`src/rtl/alu_ctrl_decode.sv`:
```
// ---------------------------------------------------------------------------
// alu_ctrl_decode
//
// Registered WISC instruction-decode stage feeding the execute-stage ALU.
// A 16-bit instruction accepted from fetch is decoded into the ALU control
// bundle (Op, operand inversion, carry-in, signedness, operand selects and
// write-back/halt/illegal flags) and presented to execute one cycle later.
// An output register plus one skid register keep full throughput under
// execute back-pressure while preserving strict FIFO order.
//
// Configuration:
//   ALU_DEC_ILLEGAL_EN  when defined, unmapped opcodes (00010, 00011) raise
//                       `illegal`; otherwise `illegal` is tied to 0. Either
//                       way such opcodes decode as NOP.
//
// Ports:
//   clk        clock, all state updates on the rising edge
//   rst        synchronous active-high reset
//   in_valid   fetch presents an instruction
//   in_ready   stage can accept (depends on registered state only)
//   in_instr   instruction; opcode = [15:11], func = [1:0]
//   flush      discard all held and incoming instructions on the next edge
//   out_valid  decoded bundle valid
//   out_ready  execute accepts the bundle
//   alu_op     ALU operation code
//   inv_a      invert A operand
//   inv_b      invert B operand
//   cin        ALU carry-in
//   sign       signed arithmetic (overflow semantics)
//   b_sel      B operand: 0 Rt, 1 simm5, 2 zimm5, 3 simm8, 4 zimm8, 5 zero
//   a_zero     force A operand to zero
//   reg_write  result is written back
//   halt       bundle is HALT
//   illegal    bundle came from an unmapped opcode
// ---------------------------------------------------------------------------
module alu_ctrl_decode (
    input  logic        clk,
    input  logic        rst,
    input  logic        in_valid,
    output logic        in_ready,
    input  logic [15:0] in_instr,
    input  logic        flush,
    output logic        out_valid,
    input  logic        out_ready,
    output logic [4:0]  alu_op,
    output logic        inv_a,
    output logic        inv_b,
    output logic        cin,
    output logic        sign,
    output logic [2:0]  b_sel,
    output logic        a_zero,
    output logic        reg_write,
    output logic        halt,
    output logic        illegal
);

    // -----------------------------------------------------------------------
    // Encodings
    // -----------------------------------------------------------------------
    localparam logic [4:0] OPC_HALT  = 5'b00000;
    localparam logic [4:0] OPC_NOP   = 5'b00001;
    localparam logic [4:0] OPC_J     = 5'b00100;
    localparam logic [4:0] OPC_JR    = 5'b00101;
    localparam logic [4:0] OPC_JAL   = 5'b00110;
    localparam logic [4:0] OPC_JALR  = 5'b00111;
    localparam logic [4:0] OPC_ADDI  = 5'b01000;
    localparam logic [4:0] OPC_SUBI  = 5'b01001;
    localparam logic [4:0] OPC_XORI  = 5'b01010;
    localparam logic [4:0] OPC_ANDNI = 5'b01011;
    localparam logic [4:0] OPC_BEQZ  = 5'b01100;
    localparam logic [4:0] OPC_BNEZ  = 5'b01101;
    localparam logic [4:0] OPC_BLTZ  = 5'b01110;
    localparam logic [4:0] OPC_BGEZ  = 5'b01111;
    localparam logic [4:0] OPC_ST    = 5'b10000;
    localparam logic [4:0] OPC_LD    = 5'b10001;
    localparam logic [4:0] OPC_SLBI  = 5'b10010;
    localparam logic [4:0] OPC_STU   = 5'b10011;
    localparam logic [4:0] OPC_ROLI  = 5'b10100;
    localparam logic [4:0] OPC_SLLI  = 5'b10101;
    localparam logic [4:0] OPC_RORI  = 5'b10110;
    localparam logic [4:0] OPC_SRLI  = 5'b10111;
    localparam logic [4:0] OPC_LBI   = 5'b11000;
    localparam logic [4:0] OPC_BTR   = 5'b11001;
    localparam logic [4:0] OPC_SHFT  = 5'b11010;  // ROL/SLL/ROR/SRL by func
    localparam logic [4:0] OPC_ARTH  = 5'b11011;  // ADD/SUB/XOR/ANDN by func
    localparam logic [4:0] OPC_SEQ   = 5'b11100;
    localparam logic [4:0] OPC_SLT   = 5'b11101;
    localparam logic [4:0] OPC_SLE   = 5'b11110;
    localparam logic [4:0] OPC_SCO   = 5'b11111;

    localparam logic [4:0] ALU_ROL  = 5'b00000;
    localparam logic [4:0] ALU_SLL  = 5'b00001;
    localparam logic [4:0] ALU_SRL  = 5'b00011;
    localparam logic [4:0] ALU_ADD  = 5'b00100;
    localparam logic [4:0] ALU_XOR  = 5'b00110;
    localparam logic [4:0] ALU_ANDN = 5'b00111;
    localparam logic [4:0] ALU_ROR  = 5'b01000;
    localparam logic [4:0] ALU_BTR  = 5'b01001;
    localparam logic [4:0] ALU_EQ   = 5'b01010;  // SEQ and BEQZ
    localparam logic [4:0] ALU_LT   = 5'b01011;  // SLT and BLTZ
    localparam logic [4:0] ALU_LE   = 5'b01100;
    localparam logic [4:0] ALU_CO   = 5'b01101;
    localparam logic [4:0] ALU_NE   = 5'b01110;
    localparam logic [4:0] ALU_GE   = 5'b01111;
    localparam logic [4:0] ALU_SLBI = 5'b10000;

    localparam logic [2:0] BSEL_RT    = 3'd0;
    localparam logic [2:0] BSEL_SIMM5 = 3'd1;
    localparam logic [2:0] BSEL_ZIMM5 = 3'd2;
    localparam logic [2:0] BSEL_SIMM8 = 3'd3;
    localparam logic [2:0] BSEL_ZIMM8 = 3'd4;
    localparam logic [2:0] BSEL_ZERO  = 3'd5;

`ifdef ALU_DEC_ILLEGAL_EN
    localparam logic ILLEGAL_FLAG = 1'b1;
`else
    localparam logic ILLEGAL_FLAG = 1'b0;
`endif

    typedef struct packed {
        logic [4:0] alu_op;
        logic       inv_a;
        logic       inv_b;
        logic       cin;
        logic       sign;
        logic [2:0] b_sel;
        logic       a_zero;
        logic       reg_write;
        logic       halt;
        logic       illegal;
    } bundle_t;

    // NOP bundle: plain add, no modifiers, no write-back.
    localparam bundle_t NOP_BUNDLE = '{
        alu_op: ALU_ADD, inv_a: 1'b0, inv_b: 1'b0, cin: 1'b0, sign: 1'b0,
        b_sel: BSEL_RT, a_zero: 1'b0, reg_write: 1'b0, halt: 1'b0,
        illegal: 1'b0
    };

    // -----------------------------------------------------------------------
    // Combinational decode of the incoming instruction
    // -----------------------------------------------------------------------
    logic [4:0] opcode;
    logic [1:0] func;
    bundle_t    dec;
    logic       unused_instr_bits;

    assign opcode            = in_instr[15:11];
    assign func              = in_instr[1:0];
    assign unused_instr_bits = ^in_instr[10:2];

    always_comb begin
        // NOTE: every field gets a default before the case so no path can
        // leave a field unassigned and infer a latch.
        dec = NOP_BUNDLE;
        case (opcode)
            OPC_HALT:  dec.halt = 1'b1;
            OPC_NOP:   ;
            OPC_J:     ;
            OPC_JR:    dec.b_sel = BSEL_SIMM8;
            OPC_JAL:   dec.reg_write = 1'b1;
            OPC_JALR: begin
                dec.b_sel     = BSEL_SIMM8;
                dec.reg_write = 1'b1;
            end
            OPC_ADDI: begin
                dec.sign      = 1'b1;
                dec.b_sel     = BSEL_SIMM5;
                dec.reg_write = 1'b1;
            end
            // Subtract computes Rt - Rs: invert A and add one.
            OPC_SUBI: begin
                dec.inv_a     = 1'b1;
                dec.cin       = 1'b1;
                dec.sign      = 1'b1;
                dec.b_sel     = BSEL_SIMM5;
                dec.reg_write = 1'b1;
            end
            OPC_XORI: begin
                dec.alu_op    = ALU_XOR;
                dec.b_sel     = BSEL_ZIMM5;
                dec.reg_write = 1'b1;
            end
            OPC_ANDNI: begin
                dec.alu_op    = ALU_ANDN;
                dec.inv_b     = 1'b1;
                dec.b_sel     = BSEL_ZIMM5;
                dec.reg_write = 1'b1;
            end
            // Branches test Rs against zero.
            OPC_BEQZ: begin
                dec.alu_op = ALU_EQ;
                dec.b_sel  = BSEL_ZERO;
            end
            OPC_BNEZ: begin
                dec.alu_op = ALU_NE;
                dec.b_sel  = BSEL_ZERO;
            end
            OPC_BLTZ: begin
                dec.alu_op = ALU_LT;
                dec.b_sel  = BSEL_ZERO;
            end
            OPC_BGEZ: begin
                dec.alu_op = ALU_GE;
                dec.b_sel  = BSEL_ZERO;
            end
            OPC_ST:    dec.b_sel = BSEL_SIMM5;
            OPC_LD: begin
                dec.b_sel     = BSEL_SIMM5;
                dec.reg_write = 1'b1;
            end
            OPC_SLBI: begin
                dec.alu_op    = ALU_SLBI;
                dec.b_sel     = BSEL_ZIMM8;
                dec.reg_write = 1'b1;
            end
            // STU writes the updated base address back to Rs.
            OPC_STU: begin
                dec.b_sel     = BSEL_SIMM5;
                dec.reg_write = 1'b1;
            end
            OPC_ROLI: begin
                dec.alu_op    = ALU_ROL;
                dec.b_sel     = BSEL_ZIMM5;
                dec.reg_write = 1'b1;
            end
            OPC_SLLI: begin
                dec.alu_op    = ALU_SLL;
                dec.b_sel     = BSEL_ZIMM5;
                dec.reg_write = 1'b1;
            end
            OPC_RORI: begin
                dec.alu_op    = ALU_ROR;
                dec.b_sel     = BSEL_ZIMM5;
                dec.reg_write = 1'b1;
            end
            OPC_SRLI: begin
                dec.alu_op    = ALU_SRL;
                dec.b_sel     = BSEL_ZIMM5;
                dec.reg_write = 1'b1;
            end
            // LBI is 0 + simm8.
            OPC_LBI: begin
                dec.a_zero    = 1'b1;
                dec.b_sel     = BSEL_SIMM8;
                dec.reg_write = 1'b1;
            end
            OPC_BTR: begin
                dec.alu_op    = ALU_BTR;
                dec.reg_write = 1'b1;
            end
            OPC_SHFT: begin
                dec.reg_write = 1'b1;
                case (func)
                    2'b00: dec.alu_op = ALU_ROL;
                    2'b01: dec.alu_op = ALU_SLL;
                    2'b10: dec.alu_op = ALU_ROR;
                    2'b11: dec.alu_op = ALU_SRL;
                endcase
            end
            OPC_ARTH: begin
                dec.reg_write = 1'b1;
                case (func)
                    2'b00: dec.sign = 1'b1;
                    2'b01: begin
                        dec.inv_a = 1'b1;
                        dec.cin   = 1'b1;
                        dec.sign  = 1'b1;
                    end
                    2'b10: dec.alu_op = ALU_XOR;
                    2'b11: begin
                        dec.alu_op = ALU_ANDN;
                        dec.inv_b  = 1'b1;
                    end
                endcase
            end
            OPC_SEQ: begin
                dec.alu_op    = ALU_EQ;
                dec.reg_write = 1'b1;
            end
            // Set-less compares compute Rs - Rt: invert B and add one.
            OPC_SLT: begin
                dec.alu_op    = ALU_LT;
                dec.inv_b     = 1'b1;
                dec.cin       = 1'b1;
                dec.reg_write = 1'b1;
            end
            OPC_SLE: begin
                dec.alu_op    = ALU_LE;
                dec.inv_b     = 1'b1;
                dec.cin       = 1'b1;
                dec.reg_write = 1'b1;
            end
            OPC_SCO: begin
                dec.alu_op    = ALU_CO;
                dec.reg_write = 1'b1;
            end
            // Unmapped opcodes execute as NOP.
            default:   dec.illegal = ILLEGAL_FLAG;
        endcase
    end

    // -----------------------------------------------------------------------
    // Output register + skid register
    // -----------------------------------------------------------------------
    bundle_t out_q;
    bundle_t skid_q;
    logic    out_valid_q;
    logic    skid_valid_q;
    logic    halted_q;
    logic    in_fire;
    logic    out_free;

    // A full skid register or a latched HALT closes the input.
    assign in_ready = !skid_valid_q && !halted_q;
    assign in_fire  = in_valid && in_ready;
    // The output register can take new contents this edge.
    assign out_free = !out_valid_q || out_ready;

    always_ff @(posedge clk) begin
        // NOTE: sequential state uses non-blocking assignments so every
        // register samples pre-edge values regardless of statement order.
        if (rst || flush) begin
            // NOTE: bundle storage is reset too, so outputs read as zero
            // rather than stale or X data while out_valid is low.
            out_valid_q  <= 1'b0;
            skid_valid_q <= 1'b0;
            halted_q     <= 1'b0;
            out_q        <= '0;
            skid_q       <= '0;
        end else begin
            if (out_free) begin
                // Older skid entry has priority; in_ready is low whenever
                // the skid is occupied, so no input can be lost here.
                if (skid_valid_q) begin
                    out_q        <= skid_q;
                    out_valid_q  <= 1'b1;
                    skid_valid_q <= 1'b0;
                end else if (in_fire) begin
                    out_q       <= dec;
                    out_valid_q <= 1'b1;
                end else begin
                    out_valid_q <= 1'b0;
                end
            end else if (in_fire) begin
                // Output stalled: park the new bundle behind it.
                skid_q       <= dec;
                skid_valid_q <= 1'b1;
            end

            if (in_fire && dec.halt) begin
                halted_q <= 1'b1;
            end
        end
    end

    assign out_valid = out_valid_q;
    assign alu_op    = out_q.alu_op;
    assign inv_a     = out_q.inv_a;
    assign inv_b     = out_q.inv_b;
    assign cin       = out_q.cin;
    assign sign      = out_q.sign;
    assign b_sel     = out_q.b_sel;
    assign a_zero    = out_q.a_zero;
    assign reg_write = out_q.reg_write;
    assign halt      = out_q.halt;
    assign illegal   = out_q.illegal;

endmodule

```
`config.mk`:
```
export PLATFORM = sky130hd
export DESIGN_NAME = alu_ctrl_decode
export DESIGN_NICKNAME = d
export VERILOG_FILES = /design/src/rtl/alu_ctrl_decode.sv
export SDC_FILE = /design/constraint.sdc
export NUM_CORES = 1
export LEC_CHECK = 0
export CAP_MARGIN = 20
export CORE_MARGIN = 10
export CORE_UTILIZATION = 30
export CTS_CLUSTER_SIZE = 40
export DETAILED_ROUTE_END_ITERATION = 10
export GPL_ROUTABILITY_DRIVEN = 0
export PLACE_DENSITY_LB_ADDON = 0.25
export SYNTH_ARGS = -nofsm -noshare
export SYNTH_HDL_FRONTEND = slang
export SYNTH_SLANG_ARGS = --single-unit
```
`constraint.sdc`:
```
create_clock -name clk -period 1.9 [get_ports clk]
set_clock_uncertainty 0.1 [all_clocks]
set_input_delay 0.38 -clock clk [delete_from_list [all_inputs] [get_ports clk]]
set_output_delay 0.38 -clock clk [all_outputs]
set_load 0.005 [all_outputs]
```
==> Word level (Yosys, flattened, before mapping) <==
Cells that the tools add are included.
{ "word_totals": {"register_bits": 34, "in_bits": 21, "output_inout_bits": 18} }
{ "classes": {"eq_ne": 30, "n_mux": 18, "bitwise": 1, "n_reduce_logical": 25} }
{ "op_table": {"columns": ["operator", "n"], "rows": [
  ["$eq A5 B5 Y1 const B", 16],
  ["$pmux W5 S16", 1],
  ["$eq A5 B4 Y1 const B", 8],
  ["$mux W16", 2],
  ["$reduce_or A21 Y1", 1],
  ["$pmux W5 S4", 1],
  ["$eq A5 B3 Y1 const B", 3],
  ["$pmux W3 S5", 1],
  ["$reduce_or A2 Y1", 5],
  ["$reduce_or A3 Y1", 3],
  ["$mux W1", 8],
  ["$pmux W1 S2", 4],
  ["$reduce_or A6 Y1", 1],
  ["$logic_not A5 Y1", 1],
  ["$reduce_or A5 Y1", 1],
  ["$eq A2 B2 Y1 const B", 2],
  ["$pmux W2 S2", 1],
  ["$reduce_and A2 Y1", 2],
  ["$reduce_or A4 Y1", 1],
  ["$logic_and A1 B1 Y1", 3],
  ["$logic_not A1 Y1", 3],
  ["$eq A2 B1 Y1 const B", 1],
  ["$logic_not A2 Y1", 1],
  ["$logic_or A1 B1 Y1", 2],
  ["2 further kinds", 2]
]} }

==> Depth between registers and ports, before layout <==
{ "logic_depth": {"ltp_word": 6, "mapped_depth": 6} }

==> Least setup slack after synthesis <==
OpenSTA, ideal clock, no wires.
{ "synth_path": {"path_type": "register to register", "from": "register skid_valid_q", "to": "register skid_q[1] (netlist bit)", "arrival_ns": 1.756, "slack_ns": -0.027, "path_stages_with_launch": 6, "synth_period_minus_slack_ns": 1.927, "cell_sequence": "dfxtp_1 -> buf_6 -> or4b_4 -> or2_4 -> or4_1 -> a21oi_1"} }
{ "synth_via": {"elab_chain_len": 4} }
{ "synth_lines": {"columns": ["item", "line", "source"], "rows": [
  ["start, declared", "309", "logic skid_valid_q;"],
  ["start signal, assigned", "327", "skid_valid_q <= 1'b0;"],
  ["start signal, assigned", "338", "skid_valid_q <= 1'b0;"],
  ["start signal, assigned", "348", "skid_valid_q <= 1'b1;"],
  ["$logic_not A1 Y1", "315", "assign in_ready = !skid_valid_q && !halted_q;"],
  ["$logic_and A1 B1 Y1", "315", null],
  ["$logic_and A1 B1 Y1", "316", "assign in_fire = in_valid && in_ready;"],
  ["$reduce_and A2 Y1 (no source line)", null, null],
  ["end signal, assigned", "330", "skid_q <= '0;"],
  ["end signal, assigned", "347", "skid_q <= dec;"],
  ["end, declared", "307", "bundle_t skid_q;"]
]} }
No other way between the ends.
A chain may end at the register's enable or synchronous reset.

==> Final worst setup path <==
{ "layout_path": {"from": "register skid_valid_q", "to": "output port in_ready"} }
{ "layout_via": {"elab_chain_len": 2} }
{ "layout_lines": {"columns": ["item", "line", "source"], "rows": [
  ["$logic_not A1 Y1", "315", null],
  ["$logic_and A1 B1 Y1", "315", null],
  ["end, declared", "40", "output logic in_ready,"]
]} }
No other way between the ends.

==> results_dict.tcl <==
set metrics [dict create \
    ys_ff_latch 33 \
    grt_start_max_net_pins 26 \
    syn-cell-area_sq_um 1710 \
    route.detailed.drc 0 \
    maxCapViolCount 0 \
    hold_viol 0 \
    ant_nets 0 \
    irDropWorstVdd_mv 0.349 \
    synth_area_per_cell_sq_um 7.70 \
    final_core_util_pct 45.6 \
    whs_ns 0.361 \
    finalMaxSlewViolations 0 \
    clk_pin_slew_ns 0.06 \
    gr-total-overflow 0 \
    synth_edf_count 0 \
    diodes 0 \
    holdBufCountCts 0 \
    min_delay_path_depth 2 \
    dp_hpwl_um 3740 \
    drive_above_1_share_pct 24.1 \
    cts_htree_levels 2 \
    drtIter0Drc 87 \
    r2r_start "skid_valid_q" \
    p_leak_nw 0.947 \
    fin_crit_sh_pct 97.4 \
    critPathTopFamily "buffers and inverters" \
    ys_warn_count 0 \
    min_from "skid_q[10]" \
    die_area_sq_um 9120 \
    cts_tree "yes" \
    portBuffers 28 \
    cts_sinks 33 \
    num_rows 27 \
    layout_common_cells "buf_4, dfxtp_1, a21oi_1" \
    synth_cell_types 49 \
    first_global_vias 1705 \
    wl_um 5000 \
    reg2reg_to "skid_q[1]" \
    end_kind "primary output" \
    stdcell_count 358 \
    avgViaCountPerCell 5.06 \
    synthFlopType "dfxtp_1" \
    cp_slowest_stage_delay_ns 0.50 \
    dr_total_vias 1811 \
    hold_end "skid_q[10]" \
    postLayoutCellArea_sq_um 2510 \
    startpoint_type "flop" \
    status "finished clean" \
    grt_use_total_pct 11.0 \
    post_dp_cell_area_sq_um 2360 \
    crit_type "flop to primary output" \
    power.total_mw 1.56 \
    nets 306 \
    area_growth_pct 46.7 \
    cts_setup_buffers 0 \
    setup_tns_ns 0 \
    critPathMaxFanout 25 \
    wire_per_inst_um 14.0 \
    ctsLongestPathBuffers 2 \
    synth_nets 243 \
    hold_class "flop to flop" \
    crit_path_top_delay_cell "clkdlybuf4s50_1" \
    crit_buf_inv 2 \
    setup_ws_ns 0.0496 \
    nFillCells 566 \
    fmax_ghz 0.540 \
    yosysSeqAreaShare_pct 38.6 \
    die_w_um 95.5 \
    crit_cells 3 \
    path_cells "buf_12 > nor2_1 > clkdlybuf4s50_1" \
    pre_cts_ws_ns -0.388 \
    synthArstFlopShare_pct 0 \
    p_per_area_nw_per_um2 624 \
    required_ns 1.42 \
    cts_made_buffers 5 \
    first_pass_iters 4 \
    layout_commonest_cell "buf_4" \
    antenna_found_initial 0 \
    r2r_setup_slack_ns 0.07 \
    dp.cells 350 \
    clkLatencyLatePin_ns 0.28 \
    reg2reg_depth 4 \
    start_util_pct 31.1 \
    syn-instance-count 222 \
    core_area_sq_um 5510 \
    rsz0062_at_grt "false" \
    die_h_um 95.5 \
    grt_pass1_wl_um 8020 \
    io_pins 39 \
    root_buffer "clkbuf_8" \
    setup_viol 0 \
    critical_path_arrival_ns 1.37 \
    period_needed_ns 1.85 \
]
[worst max-delay path by stage]
| stage | end | slack [ns] | from |
|---|---|---|---|
| after floorplan | skid_q[1] | 0.07 | out_ready |
| after global placement | skid_q[1] | -0.36 | out_ready |
| after detailed placement | skid_q[1] | -0.39 | out_ready |
| after CTS | alu_op[3] | 0.01 | in_instr[14] |
| after global routing | b_sel[1] | 0.003 | in_instr[12] |
| final | in_ready | 0.05 | skid_valid_q |
[flip-flops by register name, summed over array words and instances (netlist names)]
name and cells:
skid_q 15, alu_op 5, b_sel 3, a_zero 1
cin 1, halt 1, halted_q 1, inv_a 1
inv_b 1, out_valid 1, reg_write 1, sign 1
skid_valid_q 1
[tightest hold or removal path, cell delays in order, from the launching register on]
cell	delay, ns
dfxtp_1	0.31
nand2_1	0.05
a21oi_1	0.05
[metal layers]
metal	part of all wire (%)	global-route usage (%)	vias to the layer above
li1	-	-	935
met1	49	13.8	843
met2	44	17.7	28
met3	5.1	2.75	5
met4	1.5	4.42	0
met5	0	0	-
[report_power, final]
part / total [mW] / leakage, nW / switching (mW) / internal [mW]
sequential: 0.711 / 0.268 / 0.00622 / 0.705
clock: 0.582 / 0.0542 / 0.255 / 0.327
combinational: 0.272 / 0.625 / 0.132 / 0.140
total: 1.56 / 0.947 / 0.393 / 1.17
[cell families (layout without fill, tap and decap cells)]
family	Yosys count	in the layout	share of synthesized area, %
and+or+nand+nor	84	84	27.1
DFF	33	33	38.6
other	1	1	0.219
xor gates and xnor gates	1	1	0.512
AOI/OAI and AO/OA	76	76	26.1
muxes	2	2	1.32
buffers and inverters	25	89	6.14
[final cells by class]
cell class | count | area [sq um] | share of cell area [%]
flip-flops and latches | 33 | 662 | 26.4
clock buffers | 7 | 96.3 | 3.84
inverters | 4 | 15.0 | 0.599
clock inverters | 1 | 5.00 | 0.200
well taps | 72 | 90.1 | 3.59
multi-input cells | 164 | 980 | 39.1
repair buffers | 77 | 661 | 26.3
[cells in the mapped netlist (2+ instances only)]
master	number	area, sq um
and2_1	2	12.5
o21ai_0	26	130
a21oi_1	27	135
nand3_1	11	55.1
mux2_2	2	22.5
inv_1	4	15.0
nand3b_1	4	30.0
nor4_1	5	31.3
nand2_1	14	52.6
o31ai_1	4	30.0
a211oi_1	2	15.0
clkbuf_1	17	63.8
a311oi_1	2	17.5
nor2b_1	3	18.8
a31oi_1	2	12.5
nor2_1	15	56.3
nand2b_1	4	25.0
o21a_1	2	15.0
buf_1	2	7.51
nor3_1	12	60.1
dfxtp_1	33	661
and4_1	2	17.5
[repair_timing]
action	CTS	global route
endpoints found under the setup margin	8	13
resized for setup	4	11
pin swaps	3	1
(Power assumes the default switching activity.)
